## config.mk

```make
export PLATFORM = sky130hd
export DESIGN_NAME = dmem_lsu
export DESIGN_NICKNAME = d
export VERILOG_FILES = /design/src/rtl/lsu_pkg.sv /design/src/rtl/lsu_lane.sv /design/src/rtl/dmem_lsu.sv
export SDC_FILE = /design/constraint.sdc
export NUM_CORES = 1
export LEC_CHECK = 0
export ABC_CLOCK_PERIOD_IN_PS = 2900
export CAP_MARGIN = 20
export CELL_PAD_IN_SITES_DETAIL_PLACEMENT = 1
export CELL_PAD_IN_SITES_GLOBAL_PLACEMENT = 1
export CORE_MARGIN = 4
export CORE_UTILIZATION = 34
export CTS_CLUSTER_DIAMETER = 200
export CTS_CLUSTER_SIZE = 10
export DETAILED_ROUTE_END_ITERATION = 7
export GPL_TIMING_DRIVEN = 1
export HOLD_SLACK_MARGIN = 0.12
export PLACE_DENSITY = 0.88
export SKIP_CTS_REPAIR_TIMING = 1
export SLEW_MARGIN = 25
export SYNTH_ARGS = -nofsm -noshare
export SYNTH_HDL_FRONTEND = slang
export SYNTH_SLANG_ARGS = --single-unit
```

## constraint.sdc

```tcl
create_clock -name clk -period 2.9 [get_ports clk]
set_input_delay 0.435 -clock clk [delete_from_list [all_inputs] [get_ports clk]]
set_output_delay 0.435 -clock clk [all_outputs]
set_load 0.02 [all_outputs]
```

## src/rtl/lsu_pkg.sv

```systemverilog
// Shared constants, state encoding and access-legality helper for the
// data-memory load/store unit.
package lsu_pkg;

  localparam logic [2:0] MT_X  = 3'd0;
  localparam logic [2:0] MT_B  = 3'd1;
  localparam logic [2:0] MT_H  = 3'd2;
  localparam logic [2:0] MT_W  = 3'd3;
  localparam logic [2:0] MT_D  = 3'd4;
  localparam logic [2:0] MT_BU = 3'd5;
  localparam logic [2:0] MT_HU = 3'd6;
  localparam logic [2:0] MT_WU = 3'd7;

  localparam logic M_XRD = 1'b0;
  localparam logic M_XWR = 1'b1;

  typedef enum logic [2:0] {
    IDLE = 3'd0,
    RD   = 3'd1,
    WR   = 3'd2,
    RESP = 3'd3,
    ERR  = 3'd4
  } lsu_state_t;

  // Returns 1 for any access that must trap: an unsupported size code, or a
  // supported size whose address is not naturally aligned.
  function automatic logic lsu_misaligned(input logic [1:0] off, input logic [2:0] typ);
    logic bad;
    case (typ)
      MT_B, MT_BU: bad = 1'b0;
      MT_H, MT_HU: bad = off[0];
      MT_W:        bad = |off;
      default:     bad = 1'b1;
    endcase
    return bad;
  endfunction

  function automatic logic lsu_is_byte(input logic [2:0] typ);
    return (typ == MT_B) || (typ == MT_BU);
  endfunction

  function automatic logic lsu_is_half(input logic [2:0] typ);
    return (typ == MT_H) || (typ == MT_HU);
  endfunction

endpackage

```

## src/rtl/lsu_lane.sv

```systemverilog
// Byte/halfword lane steering: extracts and extends load data, and merges
// sub-word store data into a full word for the read-modify-write path.
module lsu_lane
  import lsu_pkg::*;
(
  input  logic [31:0] i_word,
  input  logic [1:0]  i_off,
  input  logic [2:0]  i_typ,
  input  logic [31:0] i_sdata,
  output logic [31:0] o_load,
  output logic [31:0] o_merged
);

  logic [7:0]  w_byte;
  logic [15:0] w_half;

  // NOTE: every output of a combinational block gets a default first so no
  // path leaves it unassigned, which would otherwise infer a latch.
  always_comb begin
    w_byte   = i_word[8*i_off +: 8];
    w_half   = i_word[16*i_off[1] +: 16];
    o_load   = i_word;
    o_merged = i_word;

    case (i_typ)
      MT_B:    o_load = {{24{w_byte[7]}}, w_byte};
      MT_BU:   o_load = {24'd0, w_byte};
      MT_H:    o_load = {{16{w_half[15]}}, w_half};
      MT_HU:   o_load = {16'd0, w_half};
      default: o_load = i_word;
    endcase

    // Only the low byte/half of the core store data is meaningful for sub-word stores.
    if (lsu_is_byte(i_typ)) begin
      o_merged[8*i_off +: 8] = i_sdata[7:0];
    end else if (lsu_is_half(i_typ)) begin
      o_merged[16*i_off[1] +: 16] = i_sdata[15:0];
    end
  end

endmodule

```

## src/rtl/dmem_lsu.sv

```systemverilog
// Load/store unit between a single-cycle core and a word-write-only
// scratchpad; one request in flight, sub-word stores done as read-modify-write.
module dmem_lsu
  import lsu_pkg::*;
#(
  parameter int AW = 32,
  parameter int DW = 32
) (
  input  logic          clk,
  input  logic          rst,

  input  logic          core_req_valid,
  output logic          core_req_ready,
  input  logic [AW-1:0] core_req_addr,
  input  logic [DW-1:0] core_req_data,
  input  logic          core_req_fcn,
  input  logic [2:0]    core_req_typ,
  output logic          core_resp_valid,
  output logic [DW-1:0] core_resp_data,
  output logic          core_resp_xcpt,

  output logic          mem_req_valid,
  input  logic          mem_req_ready,
  output logic [AW-1:0] mem_req_addr,
  output logic [DW-1:0] mem_req_data,
  output logic          mem_req_fcn,
  output logic [2:0]    mem_req_typ,
  input  logic          mem_resp_valid,
  input  logic [DW-1:0] mem_resp_data
);

  lsu_state_t    r_state;
  lsu_state_t    w_next;
  logic [AW-1:0] r_addr;
  logic [DW-1:0] r_data;
  logic [DW-1:0] r_wdata;
  logic [DW-1:0] r_result;
  logic          r_fcn;
  logic [2:0]    r_typ;

  logic          w_accept;
  logic          w_rd_done;
  logic [DW-1:0] w_load;
  logic [DW-1:0] w_merged;

  lsu_lane u_lane (
    .i_word   (mem_resp_data),
    .i_off    (r_addr[1:0]),
    .i_typ    (r_typ),
    .i_sdata  (r_data),
    .o_load   (w_load),
    .o_merged (w_merged)
  );

  assign w_accept  = (r_state == IDLE) && core_req_valid && !rst;
  assign w_rd_done = (r_state == RD) && mem_req_valid && mem_req_ready && mem_resp_valid;

  always_comb begin
    w_next          = r_state;
    core_req_ready  = 1'b0;
    core_resp_valid = 1'b0;
    core_resp_xcpt  = 1'b0;
    core_resp_data  = '0;
    mem_req_valid   = 1'b0;
    mem_req_fcn     = M_XRD;
    mem_req_addr    = '0;
    mem_req_data    = '0;
    mem_req_typ     = MT_X;

    case (r_state)
      IDLE: begin
        core_req_ready = 1'b1;
        if (core_req_valid) begin
          if (lsu_misaligned(core_req_addr[1:0], core_req_typ)) begin
            w_next = ERR;
          end else if (core_req_fcn == M_XWR && core_req_typ == MT_W) begin
            w_next = WR;
          end else begin
            w_next = RD;
          end
        end
      end
      RD: begin
        mem_req_valid = 1'b1;
        if (mem_req_ready && mem_resp_valid) begin
          w_next = (r_fcn == M_XWR) ? WR : RESP;
        end
      end
      WR: begin
        mem_req_valid = 1'b1;
        mem_req_fcn   = M_XWR;
        mem_req_data  = r_wdata;
        if (mem_req_ready) begin
          w_next = RESP;
        end
      end
      RESP: begin
        core_resp_valid = 1'b1;
        core_resp_data  = r_result;
        w_next          = IDLE;
      end
      ERR: begin
        core_resp_valid = 1'b1;
        core_resp_xcpt  = 1'b1;
        w_next          = IDLE;
      end
      default: w_next = IDLE;
    endcase

    if (mem_req_valid) begin
      mem_req_addr = {r_addr[AW-1:2], 2'b00};
      mem_req_typ  = MT_W;
    end

    // Reset silences every output at once, so an RMW cut off mid-flight never writes.
    if (rst) begin
      core_req_ready  = 1'b0;
      core_resp_valid = 1'b0;
      core_resp_xcpt  = 1'b0;
      core_resp_data  = '0;
      mem_req_valid   = 1'b0;
      mem_req_fcn     = M_XRD;
      mem_req_addr    = '0;
      mem_req_data    = '0;
      mem_req_typ     = MT_X;
    end
  end

  // NOTE: state registers use non-blocking assignments so every flop samples
  // the pre-edge values, independent of block evaluation order.
  always_ff @(posedge clk) begin
    if (rst) begin
      r_state  <= IDLE;
      r_addr   <= '0;
      r_data   <= '0;
      r_wdata  <= '0;
      r_result <= '0;
      r_fcn    <= M_XRD;
      r_typ    <= MT_X;
    end else begin
      r_state <= w_next;
      if (w_accept) begin
        r_addr   <= core_req_addr;
        r_data   <= core_req_data;
        r_wdata  <= core_req_data;
        r_fcn    <= core_req_fcn;
        r_typ    <= core_req_typ;
        r_result <= '0;
      end
      if (w_rd_done) begin
        if (r_fcn == M_XRD) begin
          r_result <= w_load;
        end else begin
          r_wdata <= w_merged;
        end
      end
    end
  end

endmodule

```

# Yosys cells after proc, flatten, opt, wreduce, memory -nomap -nowiden
# Index checks and enable logic that the tools add are counted.
classes:
  addsub: 2
  eq_ne: 16
  shifts: 6
  mux: 39
  n_reduce_logical: 17
ops:
  columns: ["operator", "n"]
  rows:
  - ["$mux 32", 14]
  - ["$pmux 32 s4", 1]
  - ["$neg 5->34", 2]
  - ["$bwmux 32", 2]
  - ["$shift 16x34->32 const A", 1]
  - ["$shift 8x34->32 const A", 1]
  - ["$shiftx 16x34->32", 1]
  - ["$shiftx 8x34->32", 1]
  - ["$shiftx 32x6->16", 1]
  - ["$shiftx 32x6->8", 1]
  - ["$eq 3x2->1 const B", 5]
  - ["$eq 3x3->1 const B", 5]
  - ["$mux 3", 5]
  - ["$mux 1", 13]
  - ["$reduce_or 2->1", 5]
  - ["$eq 3x1->1 const B", 3]
  - ["$pmux 3 s3", 1]
  - ["$logic_and 1x1->1", 7]
  - ["$mux 2", 2]
  - ["$ne 2x2->1 const B", 2]
  - ["$logic_not 3->1", 1]
  - ["$pmux 1 s3", 1]
  - ["$reduce_and 3->1", 1]
  - ["$logic_or 1x1->1", 2]
  - ["2 further kinds", 2]
totals:
  ff_bits: 119
  inputBits: 105
  out_inout_bits: 104
  elab_cells: 87

# Logic depth before layout (Yosys ltp)
depth:
  ltp_word: 8
  ltp_mapped: 8
  mapped_depth_nobuf: 7

# Hierarchy
# A second synthesis with hierarchy kept.
hier_totals:
  cells_unflattened: 935
  area_unflattened_um2: 7259.5
modules_own_cells:
  columns: ["module", "instances", "cells_each", "area_each_um2", "seq_area_each_um2"]
  rows:
  - ["dmem_lsu", 1, 727, 5750.5, 2702.6]
  - ["lsu_lane", 1, 208, 1508.9, 0.0]

# Worst setup path after synthesis
# No wires, ideal clock.
synth_path:
  path_kind: "register to output"
  start: "register r_state[1]"
  end: "output mem_req_data[22]"
  arrival_time_ps: 1732
  required_time_ps: 2465
  slack_ps: 733
  path_stages_with_launch: 5
  path_buffers: 2
  path_cell_list: "dfxtp_1 -> buf_2 -> nor4b_1 -> clkbuf_1 -> and2_1"
synth_between:
  elab_chain_len: 3
synth_rtl:
  columns: ["element", "line", "source"]
  rows:
  - ["start: declaration", "dmem_lsu.sv:32", "lsu_state_t r_state;"]
  - ["start signal: assignment", "dmem_lsu.sv:141", "r_state <= w_next;"]
  - ["$eq 3x2->1", "dmem_lsu.sv:70", "case (r_state)"]
  - ["$mux 32", "dmem_lsu.sv:70", null]
  - ["$mux 32", "dmem_lsu.sv:116", "if (rst) begin"]
  - ["end: declaration", "dmem_lsu.sv:25", "output logic [DW-1:0] mem_req_data,"]
# No other way between the ends.

# Worst setup path in the final report
layout_path:
  start: "register r_state[2]"
  end: "output mem_req_data[13]"
# The elaborated chain is that of the path after synthesis.

==> impl_metrics.yaml <==
detailed_routing:
  viasPerCell: 5.66
  drtAntennaViolNets: 0
  vias: 7289
  wl_per_cell_um: 20.4
  drc: 0
  dr.pass1.iters: 5
  initialDrtViolationCount: 704
  drt-total-wl_mm: 26.2
critical_path:
  rr_startpoint: "r_addr[0]"
  crit_type: "reg -> out"
  worst-path-buf-inv: 2
  worstPathRequired_ns: 2.47
  path_delay_family: "buffers and inverters"
  worst_setup_path_end_kind: "output port"
  critPathLaunchType: "flip-flop"
  crit_chain: "nor4b_2, buf_6, and2_1, clkdlybuf4s50_1"
  rr_endpoint: "r_wdata[27]"
  reg2regPathDepth: 7
  rrSetupSlack_ns: 0.54
  critPathArrivalTime_ns: 2.30
  slowest_delay_ns: 0.62
  cp_max_fo: 33
  cp_slowest_cell: "clkdlybuf4s50_1"
floorplanning:
  dieArea_um2: 21700
  die_y_um: 147
  start_util: 0.350
  io_pins: 209
  coreArea_um2: 18900
  die_w_um: 147
  placementRows: 50
clock_tree:
  clock_latency_ns: 0.42
  cts.sinks: 119
  clockBufferDepth: 2
  cts.htree.levels: 4
  cts_buffers: 17
  clkTransAtPathRegs_ns: 0.06
  cts_tree: "built"
  cts_root_buffer: "clkbuf_16"
timing:
  hold_violations: 0
  fin_skew_ns: 0.00803
  setup_slack_ns: 0.165
  worst_pin_slew_ns: 0.746
  rsz0062_at_grt: "false"
  maxSlewViolCount: 0
  setup_viol: 0
  fin_crit_ns: 2.74
  fin_worst_hold_slack_ns: 0.473
  fmax_ghz: 0.366
  slew_headroom: 0.503
  period_share: 0.943
cells_and_area:
  layout-drive-gt1-share: 0.0741
  nets: 1123
  post-route-util: 0.501
  final_area_um2: 9470
  syn_to_final_growth_pct: 43.2
  fillCellCount: 2259
pwr:
  p_int_w: 0.00389
  p_seq_frac: 0.344
  finalPower_w: 0.00584
  p_sw_frac: 0.334
  p_clk_frac: 0.374
  leakage_nw: 3.32
  p_comb_frac: 0.282
  ir_drop_uv: 477
  power_density_nw_per_um2: 617
  p_switching_w: 0.00195
run:
  drv_cap: 0
yosys:
  synth-edff-count: 0
  syn-cell-area_um2: 6610
  synth_top_area_frac: 0.360
  synth_area_leaders: "dfxtp_1 (36%), nand2_1 (9.0%), and2_1 (6.3%), a221oi_1 (5.3%), o21ai_0 (4.3%)"
  synth.cells.most_frequent: "nand2_1 (159), dfxtp_1 (119), and2_1 (67), o21ai_0 (57), clkbuf_1 (46)"
  yosysUniqueCellTypes: 63
  yosys_warnings: 0
  yosysSeqAreaShare: 0.360
  async_reset_ff_frac: 0
  yosysTopAreaCell: "dfxtp_1"
  synth.most_common_cell: "nand2_1"
  synth_seq_cells: 119
  postSynthCellCount: 838
  syn_avg_cell_area_um2: 7.89
  synth_ff_type: "dfxtp_1"
placed_design:
  place.gp.congestion: 0.924
  io_buffer_count: 205
  dp_hpwl_mm: 18.6
  post-place-ws_ns: 0.424
  placed_area_um2: 8850
grt:
  grtUsageTotal: 0.234
  grt-ovfl-total: 0
  antenna_found_initial: 2
  grt_max_degree: 70
  grt_pass1_wl_mm: 40.6
  first_global_vias: 7424
run_status:
  status: "finished, final reports clean"
min_path:
  min_to: "r_result[26]"
  min_path_type: "reg -> reg"
  holdCritStartpoint: "r_result[26]"
  hold_depth: 2
-- logic make-up (layout without fill, tap and decap cells) --
kind of cell               after synthesis  after routing  synth area share
and+or+nand+nor                        353            353             0.263
AOI/OAI and AO/OA                      255            255             0.277
DFF                                    119            119             0.360
buffers and inverters                   86            272            0.0602
muxes                                   18             18            0.0273
adders and majority gates                5              5           0.00946
other                                    1              4          0.000567
xor gates and xnor gates                 1              1           0.00132
-- power groups by stage --
| stage | clock [W] | sequential [W] | combinational (W) |
|---|---|---|---|
| floorplan | 0 | 0.00194 | 0.00109 |
| global placement | 0 | 0.00202 | 0.00158 |
| detailed placement | 0 | 0.00203 | 0.00162 |
| CTS | 0.00223 | 0.00200 | 0.00164 |
| global route | 0.00231 | 0.00203 | 0.00180 |
| finish | 0.00219 | 0.00201 | 0.00165 |
-- worst reg2reg max path: stages (launching register included) --
cell       delay [ns]
dfxtp_1          0.51
inv_1            0.17
ha_1             0.27
or3b_2           0.54
nor3_4           0.31
a221o_1          0.22
o2111ai_1        0.14
o21ai_0          0.12
-- metal layers --
| layer | track usage | vias up | wire [µm] |
|---|---|---|---|
| li1 | - | 3370 | - |
| met1 | 0.286 | 3481 | 10600 |
| met5 | 0 | - | 11 |
| met3 | 0.0708 | 74 | 2410 |
| met2 | 0.381 | 362 | 12100 |
| met4 | 0.106 | 2 | 1110 |
-- sequential cells by signal (all words and copies together), names as in the netlist --
name,count
r_data,16
r_state,3
r_addr,32
r_result,32
r_typ,3
r_fcn,1
r_wdata,32
-- worst max-delay path by stage --
stage / slack (ns) / cells after the start / startpoint / endpoint
after global routing: 0.03 / 4 / r_state[2] / mem_req_data[11]
after floorplan: 0.73 / 4 / r_state[1] / mem_req_data[22]
after CTS: -0.02 / 4 / r_state[1] / mem_req_data[13]
final: 0.16 / 4 / r_state[2] / mem_req_data[13]
after global placement: 0.48 / 4 / r_state[1] / mem_req_data[7]
after detailed placement: 0.42 / 4 / r_state[1] / mem_req_data[13]
-- cell type report --
class / count / area, µm² / share of cell area
Multi-Input combinational cell: 635 / 3860 / 0.408
Clock inverter: 8 / 120 / 0.0127
Inverter: 9 / 33.8 / 0.00357
Sequential cell: 119 / 2380 / 0.252
Clock buffer: 24 / 482 / 0.0509
Timing Repair Buffer: 231 / 2260 / 0.239
Tap cell: 260 / 325 / 0.0344
Antenna cell: 1 / 2.50 / 0.000264
-- layout by cell type (no fill, tap or decap), types with 3 or more instances in the layout --
master and n:
a22oi_1 7, o211ai_1 10, nor2_1 45, or2_2 3, and2_1 66, dfxtp_1 117, nor2b_1 7, conb_1 3
o21ai_1 3, clkinv_2 3, inv_1 7, a311oi_1 8, o22ai_1 34, ha_1 5, a221oi_1 40, bufinv_16 3
nand3b_1 3, buf_4 24, o21ai_0 57, or3_1 4, clkbuf_16 17, a32o_1 8, a21boi_0 8, nand2_1 159
nor3_1 10, clkbuf_1 4, mux2i_1 18, o31ai_1 3, a21oi_1 27, o2111ai_1 14, clkdlybuf4s50_1 204, a221o_1 23
clkbuf_8 3, nand2b_1 36
-- per-stage QoR --
| step | setup TNS [ns] | std cells |
|---|---|---|
| 3_3_place_gp | 0 | 1254 |
| 3_5_place_dp | 0 | 1254 |
| 6_report | 0 | 1287 |
| 5_1_grt | 0 | 1286 |
| 2_1_floorplan | 0 | 840 |
| 4_1_cts | -0.0738 | 1286 |
Note: power is estimated with default switching activity, not from simulation.
==> RTL change 1 (same settings) <==
Re-encode `lsu_state_t` (5 states) as one-hot, 5 bits wide.
--- a/src/rtl/lsu_pkg.sv
+++ b/src/rtl/lsu_pkg.sv
@@ -16,8 +16,8 @@
 
-  typedef enum logic [2:0] {
-    IDLE = 3'd0,
-    RD   = 3'd1,
-    WR   = 3'd2,
-    RESP = 3'd3,
-    ERR  = 3'd4
+  typedef enum logic [4:0] {
+    IDLE = 5'b00001,
+    RD   = 5'b00010,
+    WR   = 5'b00100,
+    RESP = 5'b01000,
+    ERR  = 5'b10000
   } lsu_state_t;
Function: same outputs for any inputs over 4 cycles, from zero or initial values and one cycle with rst high; so few cycles prove little.
==> RTL change 1 against the original RTL <==
  * Area after synthesis rose by 0.95%
  * Sequential cell count rose by 2
  * Clock skew rose by 2.0 ps
  * Setup slack got worse by 23 ps
  * Wire length barely moved
  * Largest cell class unchanged
  * Cell area rose by 0.54%
  * Critical path type unchanged
  * Hold slack improved by 25 ps
Power is not compared: it rests on default switching activity, and its combinational part moved more than twofold at a synthesized area within 25%.
==> RTL change 1: results (changes against the original RTL) <==
Total of max-cap violations = 0 (unchanged)
Slew headroom = 51.0% (+0.73 points)
R2r worst-path depth = 6 (-1)
Placed inst area = 0.00891 mm2 (+0.68%)
Initial DRC count = 459 (-35%)
Max FO, Critical Path = 15 (-55%)
Sequential-to-total area share from yosys stat = 36.3% (+0.26 points)
GRT Total Usage = 23.5% (+0.065 points)
Cell variety after synth = 57 (-9.5%)
# diodes = 0 (-1)
CTS max path bufs = 2 (unchanged)
Avg WL per Cell = 20.3 um (-0.26%)
Post-synthesis adder-cell area fraction = 0.937% (-0.0089 points)
Ys flop type = dfxtp_1
First-pass GRT wire length = 41.0 mm (+1.1%)
H-tree depth = 4 (unchanged)
Pre-antenna DRT Iters = 5 (unchanged)
Clock root buffer = clkbuf_16
Xor/xnor share of the synthesized area = 0% (-0.13 points)
Area contributors post-synth = dfxtp_1 (36%), nand2_1 (7.3%), and2_1 (6.1%)
Hold depth = 2 (unchanged)
GP Congestion = 0.903 (-2.3%)
Tightest Hold Check Type = reg2reg
Status = finished, final reports clean
Setup violators final = 0 (unchanged)
Post-DR vias/cell = 5.59 (-1.4%)
Post-layout util = 50.0% (-0.060 points)
Worst-Skew Late Latency = 420 ps (about the same)
P_leak = 3.34 nW
Dpl hpwl = 18.8 mm (+0.90%)
Mux contribution to synthesized area = 2.87% (+0.14 points)
Post-synth ARST share = 0% (unchanged)
Pin count of the biggest net entering global routing = 57 (-19%)
Net count, final = 1,129 (+0.53%)
Input/output buffers = 205 (unchanged)
Worst IR Drop VDD = 421 uV
Compound-Gate Fraction of Synth Area = 28.9% (+1.1 points)
Initial antenna violation count = 0 (-2)
Worst clock skew = 10.0 ps (+2.00 ps)
Layout cells sized above 1 = 7.86% (+0.45 points)
Syn. warnings = 0 (unchanged)
WP data arrival = 2320 ps (+20 ps)
Clock transition at path regs = 60 ps (about the same)
Total CTS buffers = 17 (unchanged)
# fillers = 2,268 (+0.40%)
Commonest cells post-synth = nand2_1 (129), dfxtp_1 (121), o21ai_0 (68)
Biggest regs = r_addr x32, r_result x32, r_wdata x32
Vias in the first global route = 7,300 (-1.7%)
-- RTL change 1: final timing paths --
kind / end / slack [ps] / start
worst max-delay path: mem_req_addr[17] / 140 / r_state[4]$_SDFFE_PP0P_
worst min-delay path: r_data[15]$_SDFFE_PP0P_ / 500 / r_data[15]$_SDFFE_PP0P_
worst min register to register: r_data[15]$_SDFFE_PP0P_ / 500 / r_data[15]$_SDFFE_PP0P_
worst max register to register: r_wdata[10]$_SDFF_PP0_ / 530 / r_addr[0]$_SDFFE_PP0P_
-- RTL change 1: power breakdown --
part / internal (W) / switching [W]
clock: 0.00132 / 0.000773
sequential: 0.00175 / 0.0000683
combinational: 0.000335 / 0.000430
-- RTL change 1: area by class of cell --
class | count | share of cell area [%]
multi-input combinational | 643 | 41.1
sequential | 121 | 25.5
timing repair buffer | 230 | 23.8
clock buffer | 23 | 5.02
tap | 260 | 3.42
clock inverter | 8 | 0.999
inverter | 6 | 0.237
-- RTL change 1: per-layer routing --
| metal | track usage [%] | share of wire (%) | vias up |
|---|---|---|---|
| met1 | 29.6 | 41 | 3506 |
| met3 | 6.34 | 8.4 | 38 |
| met4 | 7.81 | 1.8 | 0 |
| li1 | - | - | 3382 |
| met2 | 39.0 | 48 | 286 |
| met5 | 0 | 0 | - |
-- RTL change 1: stage by stage --
step	instances	TNS, ps	hold slack (ps)	setup WS, ps
floorplan	848	0	450	772
global placement	1260	0	465	456
detailed placement	1260	0	489	351
CTS	1291	-346	497	-38.6
global route	1291	0	510	1.84
finish	1291	0	498	141
-- RTL change 1: critical path, cell delays in order, from the launching register on --
cell             delay [ps]
dfxtp_1                 410
nor3_4                  310
o21ai_4                 190
buf_4                   240
nor2_1                  140
clkdlybuf4s50_1         620
==> RTL change 2 (same settings) <==
Made on the original files. `AW`: 32 -> 48.
--- a/src/rtl/dmem_lsu.sv
+++ b/src/rtl/dmem_lsu.sv
@@ -5,3 +5,3 @@
 #(
-  parameter int AW = 32,
+  parameter int AW = 48,
   parameter int DW = 32
Ports: changed (resized core_req_addr and mem_req_addr); port bits go from 209 to 241. The function was not compared with the original's and may differ.
==> RTL change 2 against the original RTL <==
  * Maximum frequency fell by 0.98%
  * Sequential cell count rose by 16
  * Count of clock-buffer cells in the layout did not move
  * Sequential power rose by 17%
  * Via count rose by 6.1%
  * Cell area rose by 11%
  * Area after synthesis rose by 12%
  * Setup slack got worse by 27 ps
  * Wire length rose by 10%
  * Combinational power rose by 45%
  * Total power rose by 16%
  * Sequential share of layout area rose by 0.57 points
  * Largest cell class unchanged
  * Largest power group is now combinational cells
  * Highest routed layer is now met4
==> RTL change 2: results (changes against the original RTL) <==
Input/output buffers = 237 (+16%)
P_leak = 3.65 nW (+9.8%)
GRT met2 Usage = 38.9% (+0.80 points)
Status = finished, final reports clean
Xor/xnor share of the synthesized area = 0.119% (-0.014 points)
Vias = 7,735 (+6.1%)
Sequential-to-total area share from yosys stat = 36.6% (+0.56 points)
Layout cells sized above 1 = 8.72% (+1.3 points)
Initial DRC count = 533 (-24%)
First-pass GRT wire length = 44.7 mm (+10%)
Biggest regs = r_addr x48, r_result x32, r_wdata x32
Global-route track usage on met3 = 3.89% (-3.2 points)
Tightest Hold Check Type = in2reg
Post-DR vias/cell = 5.67 (about the same)
Pin count of the biggest net entering global routing = 48 (-31%)
Cell variety after synth = 55 (-13%)
WHS Endpoint = r_data[0]$_SDFFE_PP0P_
GRT Total Usage = 23.4% (-0.047 points)
Flop2flop setup slack = 570 ps (+30 ps)
Vias in the first global route = 7,935 (+6.9%)
P_sw = 0.00246 W (+26%)
Post-synthesis adder-cell area fraction = 0.847% (-0.099 points)
Mux contribution to synthesized area = 4.78% (+2.1 points)
Gate count of the mapped netlist = 879 (+4.9%)
Hold path start = rst
Worst clock skew = 8.54 ps (+0.506 ps)
Net count, final = 1,206 (+7.4%)
Placed inst area = 0.00996 mm2 (+13%)
GR Util met1 = 29.7% (+1.1 points)
Crit Reg-Reg Endpoint = r_wdata[3]$_SDFF_PP0_
WP data arrival = 2330 ps (+30 ps)
Compound-Gate Fraction of Synth Area = 29.8% (+2.1 points)
Area contributors post-synth = dfxtp_1 (37%), nand2_1 (5.7%), and2_1 (5.5%)
Routed wire length = 29.0 mm (+10%)
Max FO, Critical Path = 47 (+42%)
Commonest cells post-synth = dfxtp_1 (135), nand2_1 (113), and2_1 (65)
R2r worst-path depth = 5 (-2)
==> RTL change 2: cell types whose count changed after synthesis, sizes merged, moves of 19 or more <==
cell	before	now
nand2	161	114
a211oi	2	28
o32ai	0	24
a221o	23	0
o2bb2ai	0	23
a21oi	28	50
nand2b	37	56
==> RTL change 2: worst max path at each step <==
stage                                 start                endpoint  slack (ps)  cells past startpoint
finish              r_state[0]$_SDFFE_PP0P_         mem_req_addr[8]         140                      5
global placement             mem_resp_valid  r_wdata[17]$_SDFF_PP0_         370                      6
CTS                 r_state[1]$_SDFFE_PP0P_          mem_req_typ[1]         -40                      5
global route        r_state[0]$_SDFFE_PP0P_        mem_req_addr[20]          10                      5
floorplan            r_addr[1]$_SDFFE_PP0P_  r_wdata[24]$_SDFF_PP0_         330                      7
detailed placement           mem_resp_valid  r_wdata[18]$_SDFF_PP0_         270                      6
==> RTL change 2: cells by family (layout without fill, tap and decap cells) <==
group	Yosys count	in the layout
AO/OA/AOI/OAI	288	288
XOR/XNOR	1	1
adder cells (fa/ha/maj)	5	5
buffers and inverters	97	305
flip-flops	135	135
multiplexers	34	34
other	1	4
AND/OR/NAND/NOR	318	318
==> RTL change 2: per-layer routing <==
metal,wire length [um],up-vias
met5,0,-
met4,1160,0
met3,1740,71
met2,14200,313
met1,11900,3753
li1,-,3598
==> RTL change 2: power groups by stage <==
| stage | Combinational, W | Clock, W | Sequential [W] |
|---|---|---|---|
| after CTS | 0.00239 | 0.00204 | 0.00235 |
| after global routing | 0.00260 | 0.00212 | 0.00239 |
| after floorplan | 0.00159 | 0 | 0.00228 |
| after detailed placement | 0.00236 | 0 | 0.00238 |
| after global placement | 0.00229 | 0 | 0.00237 |
| final | 0.00239 | 0.00202 | 0.00236 |
==> RTL change 2: worst register-to-register path, stage by stage (launching register included) <==
cell and delay, ps:
dfxtp_1 470, inv_1 190, ha_1 400, o31ai_2 570, a221oi_1 220, a311oi_1 360
==> RTL change 2: stage by stage <==
| stage | power, W | setup WS, ps | hold slack (ps) | util (%) |
|---|---|---|---|---|
| 6_report | 0.00677 | 138 | 454 | 49.5 |
| 5_1_grt | 0.00711 | 12.6 | 460 | 49.5 |
| 4_1_cts | 0.00678 | -44.2 | 436 | 49.4 |
| 3_5_place_dp | 0.00474 | 266 | 480 | 46.9 |
| 3_3_place_gp | 0.00466 | 366 | 464 | 46.9 |
| 2_1_floorplan | 0.00387 | 329 | 450 | - |
==> RTL change 2: cell type report <==
class / instances / area (um2)
inverters: 8 / 30.0
multi-input cells: 649 / 4250
clock buffers: 24 / 482
flip-flops and latches: 135 / 2710
diodes: 1 / 2.50
fillers: 2493 / 10700
well taps: 275 / 344
repair buffers: 269 / 2640
clock inverters: 4 / 47.5
